<file path="src/rtl/serial_adder.sv">
// rtl/serial_adder.sv - multi-cycle digit-serial adder with start/done handshake
//
// Adds a + b + ci, DIGIT bits per clock, over N = WIDTH/DIGIT clocks, with a
// ripple carry register between digits.
//
// Ports:
//   clk    in   1      clock, rising edge
//   rst_n  in   1      asynchronous active-low reset
//   start  in   1      request; accepted in IDLE or DONE
//   a      in   WIDTH  operand A, captured on accept
//   b      in   WIDTH  operand B, captured on accept
//   ci     in   1      carry-in, captured on accept
//   busy   out  1      high while an add is in progress
//   done   out  1      one-cycle pulse; s/co/ov valid from this cycle on
//   s      out  WIDTH  sum (a+b+ci) mod 2^WIDTH
//   co     out  1      unsigned carry-out
//   ov     out  1      signed (two's complement) overflow
module serial_adder #(
    parameter int WIDTH = 8,
    parameter int DIGIT = 1
) (
    input  logic             clk,
    input  logic             rst_n,
    input  logic             start,
    input  logic [WIDTH-1:0] a,
    input  logic [WIDTH-1:0] b,
    input  logic             ci,
    output logic             busy,
    output logic             done,
    output logic [WIDTH-1:0] s,
    output logic             co,
    output logic             ov
);

    // Guard the divide so a bad DIGIT reaches the elaboration check below
    // instead of producing a meaningless N.
    localparam int N  = WIDTH / ((DIGIT < 1) ? 1 : DIGIT);
    localparam int CW = (N > 1) ? $clog2(N) : 1;

    generate
        if (WIDTH < 1 || DIGIT < 1 || (WIDTH % ((DIGIT < 1) ? 1 : DIGIT)) != 0) begin : g_param_check
            $error("serial_adder: WIDTH must be >= 1, DIGIT >= 1, and WIDTH %% DIGIT == 0");
        end
    endgenerate

    typedef enum logic [1:0] {
        IDLE = 2'd0,
        RUN  = 2'd1,
        DONE = 2'd2
    } state_t;

    state_t           state;
    logic [WIDTH-1:0] sh_a;
    logic [WIDTH-1:0] sh_b;
    logic [WIDTH-1:0] acc;
    logic             carry;
    logic [CW-1:0]    cnt;

    logic [DIGIT:0]   dsum;
    logic             msb_cin;
    logic [WIDTH-1:0] acc_next;
    logic [WIDTH-1:0] a_next;
    logic [WIDTH-1:0] b_next;
    logic             last;

    // One digit step: low DIGIT bits of each shift register plus the carry.
    assign dsum = {1'b0, sh_a[DIGIT-1:0]} + {1'b0, sh_b[DIGIT-1:0]} + {{DIGIT{1'b0}}, carry};

    // Carry into the digit's top bit, recovered from the sum bit and its two
    // operand bits; on the last digit this is the carry into the word MSB.
    assign msb_cin = dsum[DIGIT-1] ^ sh_a[DIGIT-1] ^ sh_b[DIGIT-1];

    assign last = (cnt == CW'(N - 1));

    // With a single digit there is nothing to shift; the digit sum is the result.
    generate
        if (N == 1) begin : g_single
            assign acc_next = dsum[DIGIT-1:0];
            assign a_next   = '0;
            assign b_next   = '0;
        end else begin : g_multi
            assign acc_next = {dsum[DIGIT-1:0], acc[WIDTH-1:DIGIT]};
            assign a_next   = {{DIGIT{1'b0}}, sh_a[WIDTH-1:DIGIT]};
            assign b_next   = {{DIGIT{1'b0}}, sh_b[WIDTH-1:DIGIT]};
        end
    endgenerate

    always_ff @(posedge clk or negedge rst_n) begin
        if (!rst_n) begin
            state <= IDLE;
            sh_a  <= '0;
            sh_b  <= '0;
            acc   <= '0;
            carry <= 1'b0;
            cnt   <= '0;
            busy  <= 1'b0;
            done  <= 1'b0;
            s     <= '0;
            co    <= 1'b0;
            ov    <= 1'b0;
        end else begin
            case (state)
                IDLE, DONE: begin
                    done <= 1'b0;
                    if (start) begin
                        sh_a  <= a;
                        sh_b  <= b;
                        carry <= ci;
                        acc   <= '0;
                        cnt   <= '0;
                        busy  <= 1'b1;
                        state <= RUN;
                    end else begin
                        busy  <= 1'b0;
                        state <= IDLE;
                    end
                end
                RUN: begin
                    sh_a  <= a_next;
                    sh_b  <= b_next;
                    acc   <= acc_next;
                    carry <= dsum[DIGIT];
                    cnt   <= cnt + CW'(1);
                    if (last) begin
                        s     <= acc_next;
                        co    <= dsum[DIGIT];
                        ov    <= msb_cin ^ dsum[DIGIT];
                        done  <= 1'b1;
                        busy  <= 1'b0;
                        state <= DONE;
                    end
                end
                default: begin
                    busy  <= 1'b0;
                    done  <= 1'b0;
                    state <= IDLE;
                end
            endcase
        end
    end

endmodule

</file>
<file path="config.mk">
export PLATFORM = sky130hd
export DESIGN_NAME = serial_adder
export DESIGN_NICKNAME = d
export VERILOG_FILES = /design/src/rtl/serial_adder.sv
export SDC_FILE = /design/constraint.sdc
export NUM_CORES = 1
export LEC_CHECK = 0
export BUFFER_PORTS_ARGS = -buffer_cell sky130_fd_sc_hd__buf_2
export CAP_MARGIN = 20
export CORE_MARGIN = 2
export CORE_UTILIZATION = 35
export CTS_BUF_LIST = sky130_fd_sc_hd__clkbuf_16
export DETAILED_ROUTE_END_ITERATION = 8
export GPL_TIMING_DRIVEN = 0
export PLACE_DENSITY_LB_ADDON = 0.1
export SETUP_SLACK_MARGIN = 0.02
export SLEW_MARGIN = 20
export SYNTH_ARGS = -nofsm -noshare
export SYNTH_HDL_FRONTEND = slang
export SYNTH_SLANG_ARGS = --single-unit
</file>
<file path="constraint.sdc">
create_clock -name clk -period 1.65 [get_ports clk]
set_input_delay 0.0825 -clock clk [delete_from_list [all_inputs] [get_ports clk]]
set_output_delay 0.0825 -clock clk [all_outputs]
set_load 0.005 [all_outputs]
</file>
; ---- After elaboration in Yosys (flattened, before gate mapping)
; Index checks and enable logic that the tools add are counted.
[totals]
register_bits = 42
input_bits = 20
out_inout_bits = 12
[classes]
addsub = 3
n_eq_ne = 5
muxes = 18
n_bitwise = 3
n_reduce_logical = 5
[ops]
columns = op, count
row1 = 8-bit case mux with 2 select lines, 3
row2 = 8-bit two-way mux, 3
row3 = 1-bit two-way mux, 6
row4 = 3-bit case mux with 2 select lines, 1
row5 = "2-bit inequality test, second input constant", 2
row6 = 1-bit case mux with 2 select lines, 2
row7 = 2-bit case mux with 2 select lines, 1
row8 = 2-bit AND reduction, 2
row9 = "3-bit by 1-bit adder with 3-bit output, second input constant", 1
row10 = "3-bit equality test, second input constant", 1
row11 = 3-bit two-way mux, 1
row12 = 1-bit XOR, 3
row13 = 1-bit by 1-bit adder with 2-bit output, 1
row14 = 2-bit by 1-bit adder with 2-bit output, 1
row15 = "2-bit by 1-bit equality test with 1-bit output, second input constant", 1
row16 = "2-bit equality test, second input constant", 1
row17 = 2-bit logical NOT, 1
row18 = 2-bit two-way mux, 1
row19 = 2-bit nonzero test, 1
row20 = 2-bit OR reduction, 1

; ---- Longest topological paths before layout
[depth]
ltp_word = 5
ltp_mapped = 6

; ---- Least setup slack after synthesis
; No wires, ideal clock.
[synth_path]
path_type = register to register
start = reg cnt[0]
end = reg s[3]
t_arrival_ns = 1.356
required_time_ns = 1.525
path_slack_ns = 0.169
stages_incl_launch_ff = 6
n_path_buf = 1
cell_sequence = dfrtp_1 ha_1 ha_1 nand3b_2 buf_6 mux2_2
[synth_between]
elab_chain_len = 2
[synth_lines]
columns = item, line
row1 = start: declaration, 57  ; logic [CW-1:0] cnt;
row2 = start signal: assignment, 123  ; cnt <= cnt + CW'(1);
row3 = 3-bit equality test, 73  ; assign last = (cnt == CW'(N - 1));
row4 = 2-bit AND reduction (no source line), -
row5 = end signal: assignment, 125  ; s <= acc_next;
row6 = end: declaration, 30  ; output logic [WIDTH-1:0] s,
; Every way passes these cells.
; A chain may end at the register's enable or synchronous reset.

; ---- Worst setup path in the final report
[layout_path]
start = reg sh_a[0]
end = reg ov
[layout_between]
elab_chain_len = 5
[layout_lines]
columns = item, line
row1 = start: declaration, 53  ; logic [WIDTH-1:0] sh_a;
row2 = start signal: assignment, 119  ; sh_a <= a_next;
row3 = 1-bit by 1-bit adder with 2-bit output, 67  ; assign dsum = {1'b0, sh_a[DIGIT-1:0]} + {1'b0, sh_b[DIGIT-1:0]} + {{DIGIT{1'b0}}, carry};
row4 = 2-bit by 1-bit adder with 2-bit output, 67
row5 = 1-bit XOR (2 in series), 71  ; assign msb_cin = dsum[DIGIT-1] ^ sh_a[DIGIT-1] ^ sh_b[DIGIT-1];
row6 = 1-bit XOR (*), 127  ; ov <= msb_cin ^ dsum[DIGIT];
row7 = end signal: assignment, 127
row8 = end: declaration, 32  ; output logic ov
; Mark *: on every way between the ends. The rest lies on a longest branch, timed or not.

==> results.cfg <==
[clocking]
tritoncts = done
cts_made_buffers = 5
clock-sinks = 40
root_buffer = clkbuf_16
clk_pin_slew_ns = 0.06
clk_latency_ns = 0.28
htreeDepth = 2
clock_path_buffers = 2

[cells_and_area]
fill_cells = 473
antenna_cells = 0
fin_util_pct = 45.0
nNetsFinal = 217
syn_to_final_growth_pct = 24.5
stdcell_count = 249
drive_above_1_share_pct = 30.3

[setup_path]
slowest_stage = fa_1
crit_required_ns = 1.81
crit_fanout = 3
crit_top_cell = xnor2_1
timing.rr.start = sh_a[0]
arrival_ns = 1.70
startpoint_type = register
slowest_delay_ns = 0.60
reg2reg_depth = 5
crit_type = register to register
regToRegSetupSlack_ns = 0.11
r2r_end = ov
crit_chain = inv_1, fa_1, xnor2_1, xnor2_1, o21ai_0
cp-end-kind = register

[routing]
vias_per_cell = 5.01
wl_per_cell_um = 13.6
routed_wl_mm = 3.39
drtPass1Iterations = 4
wl_met2_mm = 1.58
drc = 0
highest_layer = met4
wl_met1_mm = 1.63
num_vias = 1247
wl_met3_um = 144
detailedRoute.firstIterationViolations = 59
postRouteAntennaNets = 0

[sta]
tightest_slew_ns = 0.897
finClkSkew_ns = 0.00443
hold_viol = 0
setup_slack_ns = 0.109
period_needed_ns = 1.54
setup_violations = 0
slew_headroom_pct = 40.2
rsz0062_at_grt = no
fin_crit_sh_pct = 93.4
hold-worst-slack_ns = 0.0409
maxSlewViolCount = 0
fmax_mhz = 649
fin_setup_tns_ns = 0

[floorplan]
io-pin-count = 32
core_um2 = 4690
dieArea_um2 = 5420
floorplan.die.height_um = 73.7
fp.dieW_um = 73.7
start_util_pct = 36.2
rows = 25

[run]
maxCapViolCount = 0

[hold_path]
hp-class = primary input to register
worst_hold_path.endpoint = sh_a[7]
worstHoldStart = a[7]
min_path_cells = 2

[pwr]
swShare_pct = 33.1
max-vdd-ir-drop_mv = 0.704
clkPwrFrac_pct = 23.8
pwr-share-comb_pct = 37.8
p_per_area_nw_per_um2 = 2130
p_sw_w = 0.00149
p_int_w = 0.00301
leakagePower_nw = 1.04
power_frac_seq_pct = 38.4

[yosys]
yosys_register_bits = 40
synth_common_cells = 40 x dfrtp_1, 31 x nand2_1, 15 x nor2_1
synth_area_um2 = 1700
synth_area_leaders = dfrtp_1 59%, nand2_1 6.9%, a22o_1 5.2%
syn_avg_cell_area_um2 = 11.0
synth-seq-area-share_pct = 59.0
synthFlopType = dfrtp_1
synth-edff-count = 0
ys_async_sr_fraction_pct = 100
syn-num-nets = 177
synth_cells = 154
synth_top_area_share_pct = 59.0
synth_most_common_cell = dfrtp_1
synth_cell_types = 25
synth_largest_area_cell = dfrtp_1
yosys_warnings = 0

[global_routing]
antenna_found_initial = 0
gr-total-overflow = 0
grt_pass1_vias = 1173
grt_util_all_layers_pct = 13.4
grt_pass1_wl_mm = 5.48
grt_start_max_net_pins = 41

[placement]
pre_cts_slack_ns = 0.0282
hpwl_mm = 2.33
io_buffers = 31
gp_congestion = 0.714
place_inst = 239

[run_status]
outcome = complete, no violations
==> state kept, by name (all words and copies together) (netlist names) <==
| register | count |
|---|---|
| acc | 7 |
| busy | 1 |
| carry | 1 |
| cnt | 3 |
| co | 1 |
| ov | 1 |
| s | 8 |
| sh_a | 8 |
| sh_b | 8 |
| state | 2 |
==> metal layers <==
| metal | vias to the layer above | global-route usage [%] |
|---|---|---|
| met4 | 0 | 4.24 |
| met1 | 617 | 17.6 |
| li1 | 604 | - |
| met5 | - | 0 |
| met2 | 22 | 20.7 |
| met3 | 4 | 4.66 |
==> placed cells by master (no fill, tap or decap) <==
| master | n |
|---|---|
| a31oi_1 | 14 |
| nand2b_1 | 2 |
| buf_4 | 7 |
| nor2_4 | 1 |
| nand3_1 | 1 |
| fa_1 | 1 |
| buf_6 | 1 |
| ha_2 | 1 |
| nor2_1 | 15 |
| and2b_1 | 1 |
| clkbuf_1 | 1 |
| a221o_1 | 1 |
| o21ai_1 | 1 |
| mux2_2 | 7 |
| clkbuf_16 | 5 |
| clkinv_2 | 1 |
| nor2b_1 | 1 |
| a22o_1 | 10 |
| o31ai_1 | 1 |
| dfrtp_1 | 40 |
| inv_1 | 6 |
| xnor2_1 | 3 |
| ha_1 | 1 |
| nand3b_4 | 1 |
| o21ai_0 | 4 |
| nand2_1 | 31 |
| buf_2 | 34 |
| dlygate4sd3_1 | 1 |
| o2bb2ai_1 | 1 |
| bufinv_16 | 1 |
==> worst max-delay path, delay by kind of cell (launching register included) <==
family | cells | cell delay (ns)
XOR/XNOR | 2 | 0.29
flip-flops | 1 | 0.38
AO/OA/AOI/OAI | 1 | 0.08
adder cells (fa/ha/maj) | 1 | 0.60
buffers and inverters | 1 | 0.07
==> worst max path at each step <==
stage,endpoint,cells past startpoint,startpoint
5_1_grt,ov,5,sh_a[0]
2_1_floorplan,s[3],5,cnt[0]
6_report,ov,5,sh_a[0]
3_3_place_gp,s[3],5,cnt[0]
4_1_cts,s[3],5,cnt[0]
3_5_place_dp,s[3],5,cnt[0]
==> power groups by stage <==
stage	clock, W	combinational (W)	sequential [W]
floorplan	0	0.00125	0.00170
global placement	0	0.00165	0.00172
detailed placement	0	0.00170	0.00174
CTS	0.00109	0.00170	0.00173
global route	0.00114	0.00192	0.00180
finish	0.00107	0.00170	0.00173
==> logic make-up after synthesis <==
group	count (synthesis)	synth area share, %
flops	40	59.0
fa+ha+maj	3	2.65
simple gates	53	13.3
mux	7	4.64
xor+xnor	3	1.55
compound gates	32	13.3
buf+inv	16	5.53
==> cell type report <==
| cell class | count | area, µm² | area share, % |
|---|---|---|---|
| multi-input combinational | 98 | 614 | 29.1 |
| sequential | 40 | 1000 | 47.4 |
| clock buffer | 5 | 125 | 5.92 |
| clock inverter | 3 | 38.8 | 1.84 |
| inverter | 5 | 18.8 | 0.888 |
| buffer | 11 | 75.1 | 3.55 |
| tap | 54 | 67.6 | 3.20 |
| timing repair buffer | 33 | 173 | 8.17 |
==> repair_timing <==
action / 4_1_cts / 5_1_grt
hold endpoints to repair: 40 / 0
setup buffers: 0 / 1
setup endpoints to repair: 0 / 4
gates resized for setup: 0 / 2
hold buffers: 1 / 0
==> metrics by stage <==
stage,power [W],cell area (µm²)
3_3_place_gp,0.00338,1920
4_1_cts,0.00453,2090
3_5_place_dp,0.00344,1920
5_1_grt,0.00485,2110
6_report,0.00450,2110
2_1_floorplan,0.00294,1700
(Power assumes the default switching activity.)
